`config.mk`:
```
export PLATFORM = sky130hd
export DESIGN_NAME = cpu_trace_uart_tx
export DESIGN_NICKNAME = d
export VERILOG_FILES = /design/src/rtl/cpu_trace_uart_tx.sv
export SDC_FILE = /design/constraint.sdc
export NUM_CORES = 1
export LEC_CHECK = 0
export ABC_CLOCK_PERIOD_IN_PS = 9100
export CAP_MARGIN = 20
export CORE_ASPECT_RATIO = 0.6
export CORE_MARGIN = 2
export CORE_UTILIZATION = 57
export CTS_CLUSTER_DIAMETER = 100
export DETAILED_ROUTE_END_ITERATION = 10
export HOLD_SLACK_MARGIN = 0.12
export PLACE_DENSITY = 0.83
export SYNTH_ARGS = -nofsm -noshare
export SYNTH_HDL_FRONTEND = slang
export SYNTH_SLANG_ARGS = --single-unit
export TNS_END_PERCENT = 1
```
`constraint.sdc`:
```
create_clock -name clk -period 9.1 [get_ports clk]
set_clock_uncertainty 0.15 [all_clocks]
set_input_delay 1.82 -clock clk [delete_from_list [all_inputs] [get_ports clk]]
set_output_delay 1.82 -clock clk [all_outputs]
set_load 0.005 [all_outputs]
```
`src/rtl/cpu_trace_uart_tx.sv`:
```
// cpu_trace_uart_tx
//   Execution-trace producer. On each instruction-fetch strobe the CPU state
//   (PC, IR, SP, A F B C D E H L) is snapshotted and sent as one fixed byte
//   frame over an 8N1 UART. A host-side decoder rebuilds the per-instruction
//   state dump from these frames.
//
//   Frame: SYNC_BYTE, pc[15:8], pc[7:0], ir, sp[15:8], sp[7:0],
//          A, F, B, C, D, E, H, L [, checksum]
//   Optional build macro TRACE_CHECKSUM_EN appends one byte equal to the XOR
//   of every frame byte except SYNC_BYTE.
//
// Parameters
//   CLKS_PER_BIT  clk cycles per UART bit (>= 2)
//   SYNC_BYTE     first byte of every frame
//
// Ports
//   clk          system clock
//   rst          asynchronous active-high reset (aborts any frame in flight)
//   enable       1 = accept snapshots; 0 = ignore trace_valid (no drop counting)
//   trace_valid  single-cycle strobe, state inputs valid
//   pc, ir, sp   program counter, instruction register, stack pointer
//   reg_a..reg_l register file bytes
//   tx           UART serial output, idle high
//   busy         frame in flight
//   dropped      strobes lost while busy, saturating at 8'hFF

module cpu_trace_uart_tx #(
  parameter int unsigned CLKS_PER_BIT = 36,
  parameter logic [7:0]  SYNC_BYTE    = 8'hA5
) (
  input  logic        clk,
  input  logic        rst,
  input  logic        enable,
  input  logic        trace_valid,
  input  logic [15:0] pc,
  input  logic [7:0]  ir,
  input  logic [15:0] sp,
  input  logic [7:0]  reg_a,
  input  logic [7:0]  reg_f,
  input  logic [7:0]  reg_b,
  input  logic [7:0]  reg_c,
  input  logic [7:0]  reg_d,
  input  logic [7:0]  reg_e,
  input  logic [7:0]  reg_h,
  input  logic [7:0]  reg_l,
  output logic        tx,
  output logic        busy,
  output logic [7:0]  dropped
);

`ifdef TRACE_CHECKSUM_EN
  localparam int unsigned NBYTES = 15;
`else
  localparam int unsigned NBYTES = 14;
`endif

  localparam int unsigned       BAUD_W    = (CLKS_PER_BIT > 2) ? $clog2(CLKS_PER_BIT) : 1;
  localparam logic [BAUD_W-1:0] BAUD_LAST = BAUD_W'(CLKS_PER_BIT - 1);
  localparam logic [3:0]        BYTE_LAST = 4'(NBYTES - 1);

  typedef enum logic [1:0] {
    S_IDLE,
    S_START,
    S_DATA,
    S_STOP
  } state_t;

  state_t            state;
  state_t            state_next;
  logic [BAUD_W-1:0] baud_cnt;
  logic [BAUD_W-1:0] baud_next;
  logic [2:0]        bit_idx;
  logic [2:0]        bit_next;
  logic [3:0]        byte_idx;
  logic [3:0]        byte_next;
  logic              tx_next;
  logic              capture;
  logic              baud_done;

  // Snapshot in frame order, excluding the sync byte.
  logic [7:0] snap  [13];
  logic [7:0] frame [NBYTES];

  assign capture = (state == S_IDLE) && enable && trace_valid;
  assign busy    = (state != S_IDLE);

  always_ff @(posedge clk or posedge rst) begin
    if (rst) begin
      for (int unsigned i = 0; i < 13; i++) begin
        snap[i] <= '0;
      end
    end else if (capture) begin
      snap[0]  <= pc[15:8];
      snap[1]  <= pc[7:0];
      snap[2]  <= ir;
      snap[3]  <= sp[15:8];
      snap[4]  <= sp[7:0];
      snap[5]  <= reg_a;
      snap[6]  <= reg_f;
      snap[7]  <= reg_b;
      snap[8]  <= reg_c;
      snap[9]  <= reg_d;
      snap[10] <= reg_e;
      snap[11] <= reg_h;
      snap[12] <= reg_l;
    end
  end

`ifdef TRACE_CHECKSUM_EN
  logic [7:0] checksum;

  always_comb begin
    checksum = '0;
    for (int unsigned i = 0; i < 13; i++) begin
      checksum = checksum ^ snap[i];
    end
  end
`endif

  always_comb begin
    frame[0]  = SYNC_BYTE;
    frame[1]  = snap[0];
    frame[2]  = snap[1];
    frame[3]  = snap[2];
    frame[4]  = snap[3];
    frame[5]  = snap[4];
    frame[6]  = snap[5];
    frame[7]  = snap[6];
    frame[8]  = snap[7];
    frame[9]  = snap[8];
    frame[10] = snap[9];
    frame[11] = snap[10];
    frame[12] = snap[11];
    frame[13] = snap[12];
`ifdef TRACE_CHECKSUM_EN
    frame[14] = checksum;
`endif
  end

  always_ff @(posedge clk or posedge rst) begin
    if (rst) begin
      state    <= S_IDLE;
      baud_cnt <= '0;
      bit_idx  <= '0;
      byte_idx <= '0;
      tx       <= 1'b1;
    end else begin
      state    <= state_next;
      baud_cnt <= baud_next;
      bit_idx  <= bit_next;
      byte_idx <= byte_next;
      tx       <= tx_next;
    end
  end

  always_comb begin
    state_next = state;
    baud_next  = baud_cnt;
    bit_next   = bit_idx;
    byte_next  = byte_idx;
    baud_done  = (baud_cnt == BAUD_LAST);

    unique case (state)
      S_IDLE: begin
        if (capture) begin
          state_next = S_START;
          baud_next  = '0;
          bit_next   = '0;
          byte_next  = '0;
        end
      end
      S_START: begin
        if (baud_done) begin
          state_next = S_DATA;
          baud_next  = '0;
        end else begin
          baud_next = baud_cnt + BAUD_W'(1);
        end
      end
      S_DATA: begin
        if (baud_done) begin
          baud_next = '0;
          if (bit_idx == 3'd7) begin
            state_next = S_STOP;
            bit_next   = '0;
          end else begin
            bit_next = bit_idx + 3'd1;
          end
        end else begin
          baud_next = baud_cnt + BAUD_W'(1);
        end
      end
      S_STOP: begin
        if (baud_done) begin
          baud_next = '0;
          if (byte_idx == BYTE_LAST) begin
            state_next = S_IDLE;
            byte_next  = '0;
          end else begin
            state_next = S_START;
            byte_next  = byte_idx + 4'd1;
          end
        end else begin
          baud_next = baud_cnt + BAUD_W'(1);
        end
      end
    endcase

    // tx is registered from the next-state view so the line level changes
    // on the same edge as the state, without combinational glitches.
    tx_next = 1'b1;
    unique case (state_next)
      S_IDLE:  tx_next = 1'b1;
      S_START: tx_next = 1'b0;
      S_DATA:  tx_next = frame[byte_next][bit_next];
      S_STOP:  tx_next = 1'b1;
    endcase
  end

  always_ff @(posedge clk or posedge rst) begin
    if (rst) begin
      dropped <= '0;
    end else if (busy && enable && trace_valid && (dropped != 8'hFF)) begin
      dropped <= dropped + 8'd1;
    end
  end

endmodule

```
* Word level (Yosys, flattened, before mapping)
Cells that the tools add are included.
** Storage, ports and cells
- Flip-flop bits (word level) :: 128
- Bits of input ports :: 108
- Output and inout port bits :: 10
- Logic and storage cells :: 71
** Cells by class
- $add $sub $neg :: 4
- Order comparisons :: 2
- Equality and inequality tests :: 11
- Muxes and demuxes :: 24
- Bitwise logic cells :: 1
- Reductions and logical operators :: 10
** Operators by type and width (count)
- binary-select mux 8 bit (select 4 bit) :: 1
- two-way mux 8 bit :: 2
- two-way mux 4 bit :: 3
- two-way mux 6 bit :: 2
- one-hot mux 6 bit (2 select lines) :: 1
- two-way mux 2 bit :: 5
- two-way mux 3 bit :: 3
- adder 8 x 1 -> 8 bit, second input constant :: 1
- equality test 2 bit, second input constant :: 4
- != test 8 bit, second input constant :: 1
- one-hot mux 2 bit (4 select lines) :: 1
- one-hot mux 4 bit (2 select lines) :: 1
- adder 6 x 1 -> 6 bit, second input constant :: 1
- equality test 6 bit, second input constant :: 1
- one-hot mux 3 bit (2 select lines) :: 1
- >= comparator 5 bit, second input constant :: 1
- logical AND 1 bit :: 5
- NOT 4 -> 5 bit :: 1
- adder 4 x 1 -> 4 bit, second input constant :: 1
- equality test 2 x 1 -> 1 bit, second input constant :: 2
- equality test 4 bit, second input constant :: 1
- zero test 2 bit :: 2
- < comparator 3 x 4 -> 1 bit, second input constant :: 1
- adder 3 x 1 -> 3 bit, second input constant :: 1
- 8 further kinds :: 9

* Longest topological paths before layout
Gate-level depths: netlist of run 1.
- Depth in word-level cells :: 12
- Gate-level depth with buffers :: 14

* Least setup slack after synthesis of run 1
No wires, ideal clock.
- Kind :: in2reg
- Start :: input port trace_valid
- End :: register tx
- Setup time :: 0.073 ns
- Arrival :: 3.919 ns
- Required time :: 8.877 ns
- Slack :: 4.958 ns
- Cell stages on the path :: 12
- Buffers on the path :: 1
- Cell sequence :: nand3_1 -> clkbuf_1 -> nand2_1 -> nand2_1 -> o31a_1 -> inv_1 -> ha_1 -> or3b_2 -> a311oi_1 -> a311oi_1 -> a32oi_1 -> o2bb2ai_1
** Between the ends
- Elaborated cells between the ends (all ways) :: 19
** RTL lines
- start: declaration :: line 34 : input logic trace_valid,
- logical AND 1 bit * :: line 84 : assign capture = (state == S_IDLE) && enable && trace_valid;
- two-way mux 2 bit * :: line 165 : if (capture) begin
- one-hot mux 2 bit (4 select lines) * :: line 163 : unique case (state)
- via state_next[1] :: line 69 : state_t state_next;
- equality test 2 bit / zero test 2 bit (equally long branches) :: line 212 : unique case (state_next)
- OR reduction 2 bit (no source line)
- one-hot mux 1 bit (3 select lines) * :: line 212
- via tx_next :: line 76 : logic tx_next;
- end signal: assignment :: line 152 : tx <= tx_next;
- end: declaration :: line 46 : output logic tx,
Mark *: on every way through the listed nets, which the timed path passes. The rest lies on a longest branch. The select of a mux whose other input is x is not followed.
A chain may end at the register's enable or synchronous reset.

* Worst setup path in the final report of run 1
Ends and elaborated chain as after synthesis.

==> metrics.yaml, run 1 <==
yosysUniqueCellTypes: 63
min_period_ns: 5.26
internal_power_w: 0.00164
ys_seq_elements: 128
worstSetupEndpointType: "flip-flop"
dpl.cell_count: 766
p_sw_share_pct: 30.7
syn_inst: 526
drv_slew: 0
grt_usage_pct: 29.1
layout-drive-gt1-share_pct: 24.1
grt_pass1_vias: 4992
fin_ws_ns: 3.84
drtIter0Drc: 315
status: "finished clean"
dieArea_sq_um: 12000
postCtsHoldBufs: 0
powerDensity_nw_per_um2: 290
first_pass_iters: 5
wirelength_um: 16600
path_clk_slew_ns: 0.06
multiInputGateArea_sq_um: 2950
clkPwrFrac_pct: 28.3
netlist_area_sq_um: 6310
avgSynthCellArea_sq_um: 12.0
globalRouteMet1Util_pct: 42.0
h-tree-depth: 4
grt-ovfl-total: 0
power.share.sequential_pct: 41.8
regToRegSetupSlack_ns: 4.95
fp.dieW_um: 140
dpl_worst_slack_ns: 3.46
max_cap_viol_count: 0
rsz0062_at_grt: "false"
vias: 4767
cts_root_buf: "clkbuf_16"
grt_start_max_net_pins: 68
crit_required_ns: 9.29
drc_errors: 0
postCtsResizedCells: 0
relSlewSlack_pct: 39.9
cts_max_path_buffers: 2
avgViaCountPerCell: 5.97
core_area_sq_um: 10700
final.setup.tns_ns: 0
setup_viol: 0
synth_edf_count: 0
seq_area_sq_um: 3200
hpwl_um: 11600
cts_buffers: 17
power_frac_comb_pct: 29.8
antenna_found_initial: 0
io-pin-count: 118
io_buffers: 117
clock_latency_ns: 0.41
seq_area_frac_synth_pct: 50.7
path_max_fanout: 58
synthToLayoutAreaGrowth_pct: 29.5
hold_class: "reg2reg"
drt-wirelength-per-cell_um: 20.7
crit_arrival_ns: 5.44
start_util_pct: 59.2
max_freq_mhz: 190
fillCellCount: 723
std_cell_rows: 29
cts_setup_buffers: 0
dieHeight_um: 85.5
synth-async-reset-ratio_pct: 100
place_congestion: 0.844
nets: 767
globalRouteMet3Util_pct: 8.21
crit_end: "tx"
whs_ns: 0.353
worstRegToRegCells: 12
period_share_pct: 57.8
yosysWarningCount: 0
leakagePower_nw: 3.68
worstReg2RegEnd: "tx"
cts_tree: "yes"
busiest_layer: "met2"
synth_ff_type: "dfrtp_1"
n_antenna_cell: 0
gr-usage-met2_pct: 44.8
vdd_drop_max_mv: 0.172
instances_no_fill: 798
switching_power_w: 0.000729
reg2reg_from: "state[0]"
startpoint_type: "input pin"
hold_viol_final: 0
worst_pin_slew_ns: 0.898
cts.sinks: 128
antenna_left: 0
grt_pass1_wl_um: 26800
startpoint: "trace_valid"
critPathKind: "in2reg"
synth_fp_nets: 647
## routing by layer
metal,wire length [um],up-vias
met1,7510,2380
li1,-,2146
met5,0,-
met2,7420,217
met4,206,0
met3,1420,24
## registers in the layout, summed over array words and instances (netlist names)
| signal | cells |
|---|---|
| bit_idx | 3 |
| frame | 104 |
| state | 2 |
| tx | 1 |
| byte_idx | 4 |
| baud_cnt | 6 |
| dropped | 8 |
## how the worst min path moves through the flow
stage	slack [ns]	cells past startpoint	from	to
floorplan	0.32	1	frame[93]	frame[93]
CTS	0.36	1	frame[68]	frame[68]
global route	0.37	1	frame[34]	frame[34]
global placement	0.33	1	frame[53]	frame[53]
detailed placement	0.34	1	frame[99]	frame[99]
finish	0.35	1	frame[34]	frame[34]
## worst max-delay path, stage by stage
cell             delay [ns]
clkdlybuf4s50_1        0.52
nand3_4                0.56
buf_4                  0.71
a21oi_1                0.15
o22a_1                 0.25
ha_1                   0.22
or3b_2                 0.50
a311oi_1               0.25
a311oi_1               0.12
a32oi_1                0.16
o2bb2ai_1              0.13
## through the flow
| step | total power [W] | instance area (sq um) | utilization (%) |
|---|---|---|---|
| after floorplan | 0.00144 | 6310 | - |
| after global routing | 0.00250 | 8180 | 76.7 |
| after detailed placement | 0.00170 | 7590 | 71.2 |
| final | 0.00237 | 8180 | 76.7 |
| after CTS | 0.00237 | 8180 | 76.7 |
| after global placement | 0.00164 | 7590 | 71.2 |
## synth_stat cells, types with 2 or more instances
master / count / area share (%)
ha_1: 13 / 2.6
a311oi_1: 4 / 0.55
nand2b_1: 6 / 0.59
buf_6: 5 / 0.89
a21oi_1: 16 / 1.3
clkbuf_1: 13 / 0.77
or2_2: 2 / 0.20
mux2i_1: 28 / 4.4
nand3_1: 16 / 1.3
nor4_1: 2 / 0.20
inv_1: 12 / 0.71
buf_4: 2 / 0.24
o21ai_1: 5 / 0.40
xor2_1: 5 / 0.69
nand2_1: 52 / 3.1
nor2_1: 18 / 1.1
o2bb2ai_1: 2 / 0.28
a211oi_1: 2 / 0.24
o21a_1: 2 / 0.24
nand4_1: 5 / 0.50
mux2_2: 107 / 19
nor2b_1: 3 / 0.30
xnor2_1: 6 / 0.83
inv_2: 3 / 0.18
dfrtp_1: 127 / 50
o221ai_1: 2 / 0.28
and3_1: 5 / 0.50
or3_1: 2 / 0.20
a31oi_1: 4 / 0.40
nor3_1: 8 / 0.63
o22ai_1: 6 / 0.59
o21ai_0: 12 / 0.95
## cells by family (layout without fill, tap and decap cells)
| group | after synthesis | count (layout) | synth area share [%] |
|---|---|---|---|
| buffers and inverters | 36 | 169 | 2.87 |
| AND/OR/NAND/NOR | 127 | 127 | 10.0 |
| multiplexers | 136 | 136 | 23.9 |
| adder cells (fa/ha/maj) | 13 | 13 | 2.58 |
| XOR/XNOR | 11 | 11 | 1.53 |
| flip-flops | 128 | 128 | 50.7 |
| AO/OA/AOI/OAI | 75 | 75 | 8.34 |
## power by group through the flow
stage / logic [W] / registers, W / clock network (W)
6_report: 0.000707 / 0.000993 / 0.000672
5_1_grt: 0.000770 / 0.00102 / 0.000707
4_1_cts: 0.000705 / 0.000990 / 0.000677
3_5_place_dp: 0.000699 / 0.000996 / 0
3_3_place_gp: 0.000666 / 0.000972 / 0
2_1_floorplan: 0.000501 / 0.000941 / 0
## placed cells by master (no fill, tap or decap), types with 3 or more instances in the layout
master	netlist	final
ha_1	13	13
dfrtp_1	127	127
a21oi_1	16	16
nor2_1	18	18
mux2_2	107	107
clkinv_4	0	4
nand4_1	5	5
nand2_1	52	52
nand2b_1	6	6
inv_6	0	4
a311oi_1	4	4
and3_1	5	5
a31oi_1	4	4
inv_1	12	11
xnor2_1	6	6
o22ai_1	6	6
buf_4	2	5
mux2i_1	28	28
o21ai_0	12	12
nor3_1	8	8
o21ai_1	5	5
xor2_1	5	5
inv_2	3	3
clkdlybuf4s50_1	0	117
nor2b_1	3	3
clkbuf_16	0	17
nand3_1	16	15
## final cells by class
cell class                 count  share of cell area, %
inverter                      15                  0.719
clock buffer                  18                   5.25
sequential                   128                   39.2
clock inverter                14                   1.90
timing repair buffer         122                   14.8
multi-input combinational    362                   36.1
tap                          139                   2.13
Note: power is estimated with default switching activity, not from simulation.
==> inputs of run 2 (changes only) <==
--- a/config.mk
+++ b/config.mk
@@ -5,15 +5,15 @@
 export SDC_FILE = /design/constraint.sdc
 export NUM_CORES = 1
 export LEC_CHECK = 0
-export ABC_CLOCK_PERIOD_IN_PS = 9100
+export ABC_CLOCK_PERIOD_IN_PS = 4280
 export CAP_MARGIN = 20
 export CORE_ASPECT_RATIO = 0.6
 export CORE_MARGIN = 2
-export CORE_UTILIZATION = 57
+export CORE_UTILIZATION = 47
 export CTS_CLUSTER_DIAMETER = 100
 export DETAILED_ROUTE_END_ITERATION = 10
 export HOLD_SLACK_MARGIN = 0.12
-export PLACE_DENSITY = 0.83
+export PLACE_DENSITY = 0.73
 export SYNTH_ARGS = -nofsm -noshare
 export SYNTH_HDL_FRONTEND = slang
 export SYNTH_SLANG_ARGS = --single-unit
==> constraint.sdc (replaced) <==
create_clock -name clk -period 4.28 [get_ports clk]
set_clock_uncertainty 0.15 [all_clocks]
set_input_delay 0.856 -clock clk [delete_from_list [all_inputs] [get_ports clk]]
set_output_delay 0.856 -clock clk [all_outputs]
set_load 0.005 [all_outputs]
==> metrics.yaml, run 2 (same netlist as run 1, synthesis figures left out) <==
status: "finished clean"
dieHeight_um: 93.8
power_frac_comb_pct: 29.6
hold_viol_final: 0
dieArea_sq_um: 14400
grt_start_max_net_pins: 129
dpl_worst_slack_ns: 0.363
leakagePower_nw: 3.71
holdPathEnd: "dropped[5]"
grt_usage_pct: 23.7
grt_pass1_wl_um: 26200
reg2reg_from: "state[0]"
drv_slew: 0
final.setup.tns_ns: 0
drt-wirelength-per-cell_um: 19.8
switching_power_w: 0.00157
n_antenna_cell: 0
worstReg2RegEnd: "tx"
antenna_left: 0
first_pass_iters: 5
cts_max_path_buffers: 2
crit_required_ns: 4.45
crit_slowest_cell: "clkdlybuf4s50_1"
cp_cell_sequence: "clkdlybuf4s50_1 -> a21boi_4 -> or3b_1 -> o22ai_4 -> buf_4 -> mux2i_1 -> nor3_1 -> a31oi_1 -> or3_1 -> a32oi_1 -> o2bb2ai_1"
rsz0062_at_grt: "false"
fillCellCount: 1003
start_util_pct: 48.7
crit_arrival_ns: 3.74
io-pin-count: 118
postCtsResizedCells: 0
io_buffers: 117
power.share.sequential_pct: 42.4
cts_setup_buffers: 0
powerDensity_nw_per_um2: 613
internal_power_w: 0.00350
fp.dieW_um: 154
grt_pass1_vias: 4749
vdd_drop_max_mv: 0.291
wirelength_um: 16500
worst_pin_slew_ns: 0.726
final_common_cell: "dfrtp_1"
hold_class: "reg2reg"
postCtsHoldBufs: 0
startpoint_type: "input pin"
path_clk_slew_ns: 0.06
cts_root_buf: "clkbuf_16"
min_period_ns: 3.57
worstHoldStart: "dropped[5]"
core_area_sq_um: 13000
largest_reg_flops: 104
clkPwrFrac_pct: 28.0
antenna_found_initial: 0
p_sw_share_pct: 30.9
startpoint: "enable"
cts_tree: "yes"
critPathKind: "in2reg"
relSlewSlack_pct: 51.6
h-tree-depth: 4
synthToLayoutAreaGrowth_pct: 31.0
place_congestion: 0.934
hold_depth: 1
regToRegSetupSlack_ns: 0.83
max_freq_mhz: 280
period_share_pct: 83.3
cts.sinks: 128
std_cell_rows: 32
max_cap_viol_count: 0
drtIter0Drc: 326
fin_ws_ns: 0.715
worstSetupEndpointType: "flip-flop"
hpwl_um: 12000
seq_area_sq_um: 3200
vias: 4651
avgViaCountPerCell: 5.58
setup_viol: 0
max_stage_delay_ns: 0.60
clock_latency_ns: 0.41
worstRegToRegCells: 12
nets: 772
cts_buffers: 17
multiInputGateArea_sq_um: 2950
path_max_fanout: 17
grt-ovfl-total: 0
layout-drive-gt1-share_pct: 24.6
drc_errors: 0
final_cell_mix: "127 x dfrtp_1, 117 x clkdlybuf4s50_1, 107 x mux2_2"
-- run 2: area by class of cell --
type	instances	share of cell area, %
Tap cell	170	2.57
Inverter	15	0.726
Sequential cell	128	38.7
Clock buffer	19	5.35
Clock inverter	12	1.63
Multi-Input combinational cell	362	35.6
Timing Repair Buffer	127	15.4
-- run 2: through the flow --
step	util [%]	hold slack [ns]	total power [W]	std cells	instance area (sq um)
after floorplan	-	0.320	0.00307	526	6320
after global placement	59.3	0.329	0.00359	802	7700
after detailed placement	59.3	0.343	0.00364	802	7700
after CTS	63.8	0.355	0.00509	833	8280
after global routing	63.8	0.370	0.00534	833	8280
final	63.8	0.353	0.00507	833	8280
-- run 2: power by group through the flow --
stage / registers [W] / logic (W) / clock network, W
6_report: 0.00215 / 0.00150 / 0.00142
5_1_grt: 0.00221 / 0.00164 / 0.00149
4_1_cts: 0.00214 / 0.00150 / 0.00144
3_5_place_dp: 0.00215 / 0.00149 / 0
3_3_place_gp: 0.00215 / 0.00144 / 0
2_1_floorplan: 0.00200 / 0.00107 / 0
-- run 2: layer usage --
metal  wire length, um  GRT usage (%)  up-vias
met5                 0              0        -
met4               158           6.12        0
met3              1310           5.63       14
met2              6590           31.6      196
met1              8420           37.9     2280
li1                  -              -     2161
-- run 2: worst max path at each step --
stage	cells past startpoint	slack, ns	endpoint
CTS	11	0.78	tx
detailed placement	11	0.36	tx
global route	12	0.49	tx
finish	11	0.71	tx
floorplan	12	1.10	tx
global placement	11	0.37	tx
-- run 2: critical path: cells and delay by family --
family / cells / cell delay, ns
compound gates: 5 / 0.83
buf+inv: 2 / 0.94
mux: 1 / 0.18
simple gates: 3 / 0.93
==> inputs of run 3 (changes only) <==
--- a/config.mk
+++ b/config.mk
@@ -5,7 +5,7 @@
 export SDC_FILE = /design/constraint.sdc
 export NUM_CORES = 1
 export LEC_CHECK = 0
-export ABC_CLOCK_PERIOD_IN_PS = 4280
+export ABC_CLOCK_PERIOD_IN_PS = 3250
 export CAP_MARGIN = 20
 export CORE_ASPECT_RATIO = 0.6
 export CORE_MARGIN = 2
==> constraint.sdc (replaced) <==
create_clock -name clk -period 3.25 [get_ports clk]
set_clock_uncertainty 0.15 [all_clocks]
set_input_delay 0.65 -clock clk [delete_from_list [all_inputs] [get_ports clk]]
set_output_delay 0.65 -clock clk [all_outputs]
set_load 0.005 [all_outputs]
==> metrics.yaml, run 3 (same netlist as run 1, synthesis figures left out) <==
path_clk_slew_ns: 0.06
core_area_sq_um: 13000
grt-ovfl-total: 0
relSlewSlack_pct: 52.1
wl_met3_um: 1100
clock_latency_ns: 0.42
place_congestion: 0.929
critPathKind: "reg2reg"
wirelength_um: 17300
fillCellCount: 971
start_util_pct: 48.7
nets: 822
io_buffers: 117
dpl_worst_slack_ns: -0.273
drc_errors: 0
status: "finished clean"
hold_class: "reg2reg"
worst_pin_slew_ns: 0.718
dr_wl_met2_um: 7030
top_layer: "met4"
rsz0062_at_grt: "false"
fp.dieW_um: 154
startpoint_type: "flip-flop"
grt_start_max_net_pins: 129
antenna_left: 0
cts_setup_buffers: 0
crit_required_ns: 3.45
final.setup.tns_ns: 0
final_cell_mix: "127 x dfrtp_1, 117 x clkdlybuf4s50_1, 107 x mux2_2"
cts_tree: "yes"
hold_viol_final: 0
first_pass_iters: 4
largest_reg_flops: 104
antenna_found_initial: 0
worstReg2RegEnd: "tx"
max_freq_mhz: 321
worstSetupEndpointType: "flip-flop"
grt_usage_pct: 24.8
cts_buffers: 17
crit_end: "tx"
drt-wirelength-per-cell_um: 19.6
startpoint: "state[1]"
cts.sinks: 128
powerDensity_nw_per_um2: 793
vdd_drop_max_mv: 0.360
path_max_fanout: 4
regToRegSetupSlack_ns: 0.13
cts_max_path_buffers: 2
setup_viol: 0
synthToLayoutAreaGrowth_pct: 39.1
reg2reg_from: "state[1]"
drtIter0Drc: 269
n_antenna_cell: 0
std_cell_rows: 32
leakagePower_nw: 3.98
dieHeight_um: 93.8
period_share_pct: 95.9
min_period_ns: 3.12
postCtsHoldBufs: 0
max_cap_viol_count: 0
worstRegToRegCells: 14
dieArea_sq_um: 14400
io-pin-count: 118
avgViaCountPerCell: 5.47
hpwl_um: 12600
cts_root_buf: "clkbuf_16"
final_common_cell: "dfrtp_1"
layout-drive-gt1-share_pct: 31.8
drv_slew: 0
vias: 4838
crit_arrival_ns: 3.31
fin_ws_ns: 0.133
h-tree-depth: 4
grt_pass1_vias: 4879
wl_met1_um: 9070
grt_pass1_wl_um: 26900
-- run 3: area by class of cell --
cell class,instances,area (sq um),share of cell area (%)
Clock buffer,17,425,4.84
Clock inverter,15,195,2.22
Inverter,15,67.6,0.769
Multi-Input combinational cell,362,3000,34.2
Sequential cell,128,3200,36.5
Tap cell,170,213,2.42
Timing Repair Buffer,177,1680,19.1
-- run 3: metrics by stage --
step	cell area (sq um)	hold WS, ns	power, W	std cells	utilization [%]
3_3_place_gp	8100	0.335	0.00477	852	62.4
2_1_floorplan	6320	0.320	0.00404	526	-
3_5_place_dp	8100	0.343	0.00489	852	62.4
6_report	8780	0.355	0.00696	884	67.7
5_1_grt	8780	0.371	0.00735	884	67.7
4_1_cts	8720	0.356	0.00693	884	67.2
-- run 3: worst min path at each step --
stage | slack (ns) | cells past startpoint | endpoint | from
2_1_floorplan | 0.32 | 1 | frame[93] | frame[93]
3_3_place_gp | 0.33 | 1 | frame[85] | frame[85]
3_5_place_dp | 0.34 | 1 | frame[61] | frame[61]
4_1_cts | 0.36 | 1 | frame[61] | frame[61]
5_1_grt | 0.37 | 1 | frame[82] | frame[82]
6_report | 0.35 | 1 | frame[61] | frame[61]
-- run 3: critical path, stage by stage (launching register included) --
cell,delay [ns]
dfrtp_1,0.40
inv_1,0.11
ha_1,0.33
nor2b_1,0.19
and4_2,0.31
nor2b_1,0.15
buf_4,0.16
nor2_4,0.04
buf_4,0.12
nor3_1,0.21
buf_4,0.16
a31oi_1,0.06
or3_1,0.34
a32oi_1,0.17
o2bb2ai_1,0.13
-- run 3: layer usage --
metal  vias up  track usage (%)
li1       2261                -
met5         -                0
met2       144             33.6
met3        11             6.87
met4         0             4.59
met1      2422             39.2
-- run 3: power breakdown --
group	total, W	leakage (nW)	internal (W)	switching, W
registers	0.00281	1.55	0.00233	0.000476
clock network	0.00203	0.297	0.00123	0.000797
logic	0.00212	2.13	0.00125	0.000873
total	0.00696	3.98	0.00482	0.00215
-- run 3: what timing repair did --
item                       in CTS  in global routing
resized for setup               1                 17
pin swaps                       0                  3
setup endpoints to repair       1                  1
gates cloned                    0                  0
